## src/rtl/fpu_out_pkg.sv

```systemverilog
// Shared widths, the packed result entry and a constant log2 helper for the
// FPU result queue.
package fpu_out_pkg;

  localparam int FPU_DATA_W = 32;
  localparam int FPU_FLAG_W = 4;

  // One completed FPU operation: the result word and its exception flags.
  typedef struct packed {
    logic [FPU_DATA_W-1:0] data;
    logic [FPU_FLAG_W-1:0] flags;
  } fpu_result_t;

  // Ceiling log2, usable in constant expressions (clog2(1) == 0).
  function automatic int clog2(input int value);
    int r;
    r = 0;
    for (int v = value - 1; v > 0; v = v >> 1) begin
      r = r + 1;
    end
    return r;
  endfunction

endpackage

```

## src/rtl/fpu_result_ram.sv

```systemverilog
// DEPTH x WIDTH register array: one synchronous write port, one
// combinational read port used to present the queue head without latency.
module fpu_result_ram
  import fpu_out_pkg::*;
#(
  parameter int DEPTH = 4,
  parameter int WIDTH = FPU_DATA_W + FPU_FLAG_W,
  parameter int ADDR_W = clog2(DEPTH)
) (
  input  logic              clk,
  input  logic              write_en,
  input  logic [ADDR_W-1:0] wr_addr,
  input  logic [WIDTH-1:0]  wr_data,
  input  logic [ADDR_W-1:0] rd_addr,
  output logic [WIDTH-1:0]  rd_data
);

  logic [WIDTH-1:0] mem [DEPTH];

  // Storage write; contents are don't-care until written, so no reset.
  always_ff @(posedge clk) begin
    if (write_en) begin
      mem[wr_addr] <= wr_data;
    end
  end

  assign rd_data = mem[rd_addr];

endmodule

```

## src/rtl/fpu_result_queue.sv

```systemverilog
// FPU result queue: buffers up to DEPTH results with their exception flags
// between the FPU doorbell and the host, with occupancy status, sticky flag
// accumulation, overflow capture and a threshold level interrupt.
module fpu_result_queue
  import fpu_out_pkg::*;
#(
  parameter int DATA_W     = FPU_DATA_W,
  parameter int FLAG_W     = FPU_FLAG_W,
  parameter int DEPTH      = 4,
  parameter int IRQ_THRESH = 1
) (
  input  logic                       clk,
  input  logic                       reset_n,
  input  logic [DATA_W-1:0]          result,
  input  logic [FLAG_W-1:0]          flags,
  input  logic                       fpu_doorbell_r_i,
  input  logic                       host_pop_i,
  input  logic                       sticky_clr_i,
  input  logic                       fpu_int_en,
  output logic                       fpu_ready,
  output logic [DATA_W-1:0]          fpu_output,
  output logic [FLAG_W-1:0]          fpu_output_flags,
  output logic [clog2(DEPTH+1)-1:0]  fpu_count,
  output logic                       fpu_full,
  output logic [FLAG_W-1:0]          fpu_sticky_flags,
  output logic                       fpu_overflow,
  output logic                       fpu_irq
);

  localparam int PTR_W   = clog2(DEPTH);
  localparam int CNT_W   = clog2(DEPTH + 1);
  localparam int ENTRY_W = DATA_W + FLAG_W;

  localparam logic [CNT_W-1:0] DEPTH_C  = CNT_W'(DEPTH);
  localparam logic [CNT_W-1:0] THRESH_C = CNT_W'(IRQ_THRESH);

  logic [PTR_W-1:0]   wr_ptr_reg, wr_ptr_next;
  logic [PTR_W-1:0]   rd_ptr_reg, rd_ptr_next;
  logic [CNT_W-1:0]   count_reg, count_next;
  logic [FLAG_W-1:0]  sticky_reg, sticky_next;
  logic               overflow_reg, overflow_next;
  logic               irq_reg, irq_next;

  logic               empty;
  logic               full;
  logic               pop_ok;
  logic               push_ok;
  logic               drop;
  logic [ENTRY_W-1:0] head_word;

  // Next-state for pointers, occupancy, sticky status and interrupt level.
  always_comb begin
    empty   = (count_reg == '0);
    full    = (count_reg == DEPTH_C);
    pop_ok  = host_pop_i & ~empty;
    // A pop in the same cycle frees the slot a full-queue push needs.
    push_ok = fpu_doorbell_r_i & (~full | pop_ok);
    drop    = fpu_doorbell_r_i & ~push_ok;

    wr_ptr_next = push_ok ? wr_ptr_reg + PTR_W'(1) : wr_ptr_reg;
    rd_ptr_next = pop_ok  ? rd_ptr_reg + PTR_W'(1) : rd_ptr_reg;

    count_next = count_reg;
    if (push_ok && !pop_ok) begin
      count_next = count_reg + CNT_W'(1);
    end else if (pop_ok && !push_ok) begin
      count_next = count_reg - CNT_W'(1);
    end

    // Flags of dropped pushes are kept too so no exception goes unseen.
    sticky_next   = (sticky_clr_i ? '0 : sticky_reg)
                  | (fpu_doorbell_r_i ? flags : '0);
    overflow_next = (~sticky_clr_i & overflow_reg) | drop;

    irq_next = fpu_int_en & ((count_next >= THRESH_C) | overflow_next);
  end

  // Queue control state; reset discards all pending results at once.
  always_ff @(posedge clk or negedge reset_n) begin
    if (!reset_n) begin
      wr_ptr_reg   <= '0;
      rd_ptr_reg   <= '0;
      count_reg    <= '0;
      sticky_reg   <= '0;
      overflow_reg <= 1'b0;
      irq_reg      <= 1'b0;
    end else begin
      wr_ptr_reg   <= wr_ptr_next;
      rd_ptr_reg   <= rd_ptr_next;
      count_reg    <= count_next;
      sticky_reg   <= sticky_next;
      overflow_reg <= overflow_next;
      irq_reg      <= irq_next;
    end
  end

  fpu_result_ram #(
    .DEPTH  (DEPTH),
    .WIDTH  (ENTRY_W),
    .ADDR_W (PTR_W)
  ) u_ram (
    .clk      (clk),
    .write_en (push_ok),
    .wr_addr  (wr_ptr_reg),
    .wr_data  ({result, flags}),
    .rd_addr  (rd_ptr_reg),
    .rd_data  (head_word)
  );

  // Head is masked while empty so stale storage never reaches the host.
  assign fpu_ready        = ~empty;
  assign fpu_full         = full;
  assign fpu_count        = count_reg;
  assign fpu_output       = empty ? '0 : head_word[ENTRY_W-1:FLAG_W];
  assign fpu_output_flags = empty ? '0 : head_word[FLAG_W-1:0];
  assign fpu_sticky_flags = sticky_reg;
  assign fpu_overflow     = overflow_reg;
  assign fpu_irq          = irq_reg;

endmodule

```

## config.mk

```make
export PLATFORM = sky130hd
export DESIGN_NAME = fpu_result_queue
export DESIGN_NICKNAME = d
export VERILOG_FILES = /design/src/rtl/fpu_out_pkg.sv /design/src/rtl/fpu_result_ram.sv /design/src/rtl/fpu_result_queue.sv
export SDC_FILE = /design/constraint.sdc
export NUM_CORES = 1
export LEC_CHECK = 0
export ABC_CLOCK_PERIOD_IN_PS = 3300
export BUFFER_PORTS_ARGS = -buffer_cell sky130_fd_sc_hd__buf_2
export CAP_MARGIN = 20
export CORE_ASPECT_RATIO = 0.6
export CORE_MARGIN = 4
export CORE_UTILIZATION = 45
export DETAILED_ROUTE_END_ITERATION = 12
export MAX_ROUTING_LAYER = met4
export PLACE_DENSITY_LB_ADDON = 0.08
export SKIP_LAST_GASP = 1
export SLEW_MARGIN = 40
export SYNTH_ARGS = -nofsm -noshare
export SYNTH_HDL_FRONTEND = slang
export SYNTH_SLANG_ARGS = --single-unit
export TNS_END_PERCENT = 5
```

## constraint.sdc

```tcl
create_clock -name clk -period 3.3 [get_ports clk]
set_input_delay 0.165 -clock clk [delete_from_list [all_inputs] [get_ports clk]]
set_output_delay 0.165 -clock clk [all_outputs]
set_load 0.02 [all_outputs]
```

==> flow_summary.yaml, run 1 <==
min_path:
  min_path_cells: 1
  hold_start: "flags[0]"
  min_to: "u_ram.mem[0][0]"
  hp-class: "in -> reg"
yosys:
  synth.distinct_cells: 31
  ys_ff_latch: 157
  synth_warnings: 0
  synth.area.top_cells: "edfxtp_1, mux4_2, dfrtp_1"
  post-synth-top-area-cell: "edfxtp_1"
  synth_fp_nets: 363
  netlist_instances: 314
  ys_seq_area_frac: 0.745
  synth_top_cell_area_share: 0.693
  synth_area_sq_um: 6240
  syn_avg_cell_area_sq_um: 19.9
worst_setup_path:
  timing.rr.start: "fpu_count[1]"
  r2r_slack_ns: 0.86
  cp-start-kind: "register"
  ff2ff_path_depth: 7
  required_ns: 3.13
  crit_fanout: 23
  crit_type: "reg -> out"
  critical_path_arrival_ns: 2.59
  cp-end-kind: "primary output"
  r2r-end: "u_ram.mem[2][35]"
  worstSetupStartpoint: "fpu_count[1]"
flow_run:
  cap_violations: 0
clocking:
  clk_latency_ns: 0.42
  cts.clk_slew.worst_paths_ns: 0.07
  postCtsSetupRepairBufs: 0
  cts_root_buf: "clkbuf_16"
  cts_resized: 0
  cts.sinks: 157
  cts_buffer_depth: 2
  hold_buffers: 36
  numCtsBuffers: 17
  cts_tree: "built"
  htree_num_levels: 4
layout:
  area_growth_pct: 25.1
  largest_reg_flops: 144
  regMostFlops: "u_ram.mem"
  fillCellCount: 1070
  diodes: 0
  drive_gt1_frac: 0.369
  num-nets-final: 500
global_route:
  antenna_found_initial: 0
  grt_pass1_vias: 3389
  grt_overflow: 0
  grt_usage: 0.162
  grt_pass1_wl_um: 19000
  grt_start_max_net_pins: 38
sta:
  period_share: 0.834
  finalHoldViolations: 0
  setup_viol: 0
  max_clock_freq_mhz: 363
  fin_setup_tns_ns: 0
  min_period_ns: 2.75
  holdWs_ns: 0.0128
  finalClockSkew_ns: 0.00854
  slew_viol_final: 0
  grt_setup_unrepaired: "false"
  slew_headroom: 0.464
  tightest_slew_ns: 0.804
floorplan:
  io_pins: 89
  die_h_um: 99.2
  core_area_sq_um: 13600
  start_util: 0.458
  rows: 33
  dieArea_sq_um: 15900
  chipWidth_um: 160
pwr:
  pwr-share-clk: 0.251
  p_leak_nw: 2.88
  power_density_nw_per_um2: 924
  p_switching_mw: 2.48
  swShare: 0.343
  internal_power_mw: 4.74
  power_frac_comb: 0.346
  pwr-share-seq: 0.403
  ir_worst_vdd_mv: 0.398
drt:
  avgViaCountPerCell: 5.07
  vias: 3242
  drt_iter0_markers: 169
  drc: 0
  dr.pass1.iters: 4
  wl_per_cell_um: 18.7
  ant_nets: 0
  drt_wl_total_um: 11900
status:
  outcome: "finished clean"
place:
  finalWeightedCongestion: 0.746
  dp_hpwl_um: 7270
  io_buffers: 88
[synthesized netlist by cell type (all sizes together)]
cell     instances
mux4            36
a2bb2oi          2
xnor2            4
and2            40
nand2b           3
clkbuf           6
a22oi            1
dfrtp           13
buf              9
nand2            7
nand3            3
a21oi            2
mux2             1
o211ai           1
a41oi            1
a31oi            1
nor2             1
edfxtp         144
ha               7
nor2b            4
and3b            1
nand4bb          1
nand3b           2
inv             17
mux2i            1
o21ai            6
[through the flow]
stage	setup slack, ns	utilization	power (mW)	instance area (sq um)	instances
global placement	0.928	0.505	5.44	6880	570
global route	0.341	0.573	7.63	7810	639
CTS	0.514	0.573	7.31	7800	638
floorplan	0.699	-	4.67	6240	314
detailed placement	0.827	0.505	5.46	6890	570
finish	0.549	0.573	7.22	7810	639
[final cells by class]
| type | instances | area [sq um] | area share |
|---|---|---|---|
| Clock buffer | 17 | 425 | 0.0545 |
| Sequential cell | 157 | 4650 | 0.596 |
| Inverter | 17 | 63.8 | 0.00817 |
| Timing Repair Buffer | 133 | 896 | 0.115 |
| Clock inverter | 15 | 129 | 0.0165 |
| Multi-Input combinational cell | 125 | 1420 | 0.182 |
| Tap cell | 175 | 219 | 0.0280 |
[how the worst max path moves through the flow]
stage / end / slack (ns) / depth (start not counted)
2_1_floorplan: u_ram.mem[0][0] / 0.70 / 7
3_3_place_gp: u_ram.mem[2][25] / 0.93 / 7
3_5_place_dp: u_ram.mem[2][25] / 0.83 / 7
4_1_cts: fpu_output[27] / 0.51 / 6
5_1_grt: fpu_output[27] / 0.34 / 6
6_report: fpu_output[27] / 0.55 / 6
[critical path, stage by stage (launching register included)]
cell and delay, ns:
dfrtp_1 0.47, inv_1 0.10, ha_1 0.29, nand2b_1 0.61
buf_4 0.37, and2_1 0.17, buf_2 0.16
[layout by cell type (no fill, tap or decap), types with 3 or more instances in the layout]
master           n
dlygate4sd3_1   37
clkinv_4         3
nor2b_1          3
ha_1             7
xnor2_1          4
buf_2           88
and2_1          36
clkbuf_16       17
mux4_2          36
nand3_1          3
inv_1           17
nand2b_1         3
dfrtp_1         11
o21ai_0          6
buf_4            6
nand2_1          7
and2_2           4
inv_6            6
edfxtp_1       144
inv_8            3
[cells by family (layout without fill, tap and decap cells)]
| group | Yosys count | in the layout | synth area share |
|---|---|---|---|
| buffers and inverters | 32 | 182 | 0.0279 |
| AND/OR/NAND/NOR | 62 | 62 | 0.0603 |
| flip-flops | 157 | 157 | 0.745 |
| multiplexers | 38 | 38 | 0.133 |
| XOR/XNOR | 4 | 4 | 0.00561 |
| adder cells (fa/ha/maj) | 7 | 7 | 0.0140 |
| AO/OA/AOI/OAI | 14 | 14 | 0.0140 |
[power by group through the flow]
stage | clock [mW] | sequential, mW | combinational, mW
floorplan | 0 | 2.78 | 1.88
global placement | 0 | 2.95 | 2.49
detailed placement | 0 | 2.96 | 2.50
CTS | 1.85 | 2.92 | 2.54
global route | 1.96 | 2.96 | 2.71
finish | 1.81 | 2.91 | 2.50
[per-layer routing]
metal / wire (um) / track usage / up-vias
li1: - / - / 1492
met1: 5940 / 0.235 / 1660
met2: 5490 / 0.234 / 82
met3: 454 / 0.0389 / 8
met4: 44 / 0.0436 / 0
met5: 0 / - / -
No activity file was read; power rests on OpenSTA's default activity.
==> inputs of run 2 (changes only) <==
--- a/config.mk
+++ b/config.mk
@@ -5,7 +5,7 @@
 export SDC_FILE = /design/constraint.sdc
 export NUM_CORES = 1
 export LEC_CHECK = 0
-export ABC_CLOCK_PERIOD_IN_PS = 3300
+export ABC_CLOCK_PERIOD_IN_PS = 2600
 export BUFFER_PORTS_ARGS = -buffer_cell sky130_fd_sc_hd__buf_2
 export CAP_MARGIN = 20
 export CORE_ASPECT_RATIO = 0.6
==> constraint.sdc (replaced) <==
create_clock -name clk -period 2.6 [get_ports clk]
set_input_delay 0.13 -clock clk [delete_from_list [all_inputs] [get_ports clk]]
set_output_delay 0.13 -clock clk [all_outputs]
set_load 0.02 [all_outputs]
==> flow_summary.yaml, run 2 (same netlist as run 1, synthesis figures left out) <==
sta:
  period_share: 0.898
  tightest_slew_ns: 0.452
  setup_slack_ns: 0.265
  holdWs_ns: 0.0687
  max_clock_freq_mhz: 428
  grt_setup_unrepaired: "false"
  finalHoldViolations: 0
  slew_headroom: 0.698
  min_period_ns: 2.33
  setup_viol: 0
  finalClockSkew_ns: 0.0106
  slew_viol_final: 0
layout:
  diodes: 0
  stdcell_area_sq_um: 7880
  fillCellCount: 1031
  largest_reg_flops: 144
  drive_gt1_frac: 0.368
  area_growth_pct: 26.2
  final_common_cell: "edfxtp_1"
  layout_common_cells: "edfxtp_1, buf_2, dlygate4sd3_1"
  regMostFlops: "u_ram.mem"
  regArea_sq_um: 4650
  num-nets-final: 504
  multi_input_area_sq_um: 1420
min_path:
  min_path_cells: 3
  hp-class: "in -> reg"
  hold_start: "host_pop_i"
floorplan:
  core_area_sq_um: 13600
  chipWidth_um: 160
  rows: 33
  io_pins: 89
  start_util: 0.458
  die_h_um: 99.2
  dieArea_sq_um: 15900
place:
  finalWeightedCongestion: 0.714
  dp_hpwl_um: 7460
  post-place-ws_ns: 0.366
  placed_cell_area_sq_um: 6920
  io_buffers: 88
worst_setup_path:
  ff2ff_path_depth: 7
  required_ns: 2.47
  timing.rr.start: "fpu_count[1]"
  critical_path_arrival_ns: 2.20
  crit_type: "reg -> out"
  cp-end-kind: "primary output"
  cp-start-kind: "register"
  crit_fanout: 39
  worstSetupStartpoint: "fpu_count[1]"
pwr:
  p_leak_nw: 2.90
  power_density_nw_per_um2: 1180
  finalPower_mw: 9.26
  ir_worst_vdd_mv: 0.500
clocking:
  cts.sinks: 157
  numCtsBuffers: 17
  cts_resized: 0
  hold_buffers: 39
  htree_num_levels: 4
  cts_root_buf: "clkbuf_16"
  postCtsSetupRepairBufs: 0
  cts_buffer_depth: 2
  clk_latency_ns: 0.41
  cts_tree: "built"
  cts.clk_slew.worst_paths_ns: 0.06
global_route:
  grt_pass1_wl_um: 19500
  grt_pass1_vias: 3420
  grt_usage: 0.166
  grt_overflow: 0
  antenna_found_initial: 0
  grt_start_max_net_pins: 40
drt:
  highest_layer: "met4"
  wl_met1_um: 6180
  drc: 0
  drt_wl_total_um: 12100
  drt_iter0_markers: 217
  vias: 3214
  ant_nets: 0
  wl_met3_um: 449
  dr.pass1.iters: 4
  avgViaCountPerCell: 5.00
  wl_met2_um: 5310
  wl_per_cell_um: 18.8
flow_run:
  cap_violations: 0
status:
  outcome: "finished clean"
-- run 2: changes by cell type in the layout (fill, tap and decap cells not counted), sizes merged --
| cell | change |
|---|---|
| clkinvlp | +3 |
| inv | -3 |
| buf | +2 |
| dlygate4sd3 | +2 |
| bufinv | +1 |
| clkinv | -1 |
-- run 2: final timing paths --
path / to / slack (ns)
min in group asynchronous: wr_ptr_reg[0] / 0.16
setup / recovery: fpu_output[31] / 0.27
setup reg to reg: u_ram.mem[0][17] / 0.34
max in group asynchronous: rd_ptr_reg[0] / 2.18
hold reg to reg: fpu_sticky_flags[3] / 0.53
hold / removal: rd_ptr_reg[0] / 0.07
-- run 2: area by class of cell --
type / count / area share
Sequential cell: 157 / 0.591
Multi-Input combinational cell: 125 / 0.181
Timing Repair Buffer: 137 / 0.121
Clock buffer: 17 / 0.0540
Tap cell: 175 / 0.0278
Clock inverter: 15 / 0.0175
Inverter: 17 / 0.00810
-- run 2: worst max-delay path: stages (launching register included) --
cell,delay (ns)
dfrtp_1,0.48
inv_1,0.11
ha_1,0.30
nand2b_1,0.17
buf_4,0.37
and2_1,0.20
buf_2,0.16
-- run 2: per-stage QoR --
step	TNS, ns	util	cells
after floorplan	-0.134	-	314
after detailed placement	0	0.508	572
after CTS	0	0.578	643
final	0	0.578	643
after global routing	0	0.578	643
after global placement	0	0.508	572
-- run 2: routing by layer --
layer	up-vias	global-route usage
met2	84	0.237
met4	0	0.0522
met3	12	0.0344
met5	-	-
li1	1502	-
met1	1616	0.241
-- run 2: power breakdown --
| group | total (mW) | switching, mW | internal [mW] |
|---|---|---|---|
| registers | 3.53 | 0.204 | 3.32 |
| clock network | 2.35 | 1.01 | 1.33 |
| logic | 3.39 | 1.91 | 1.48 |
| total | 9.26 | 3.13 | 6.14 |
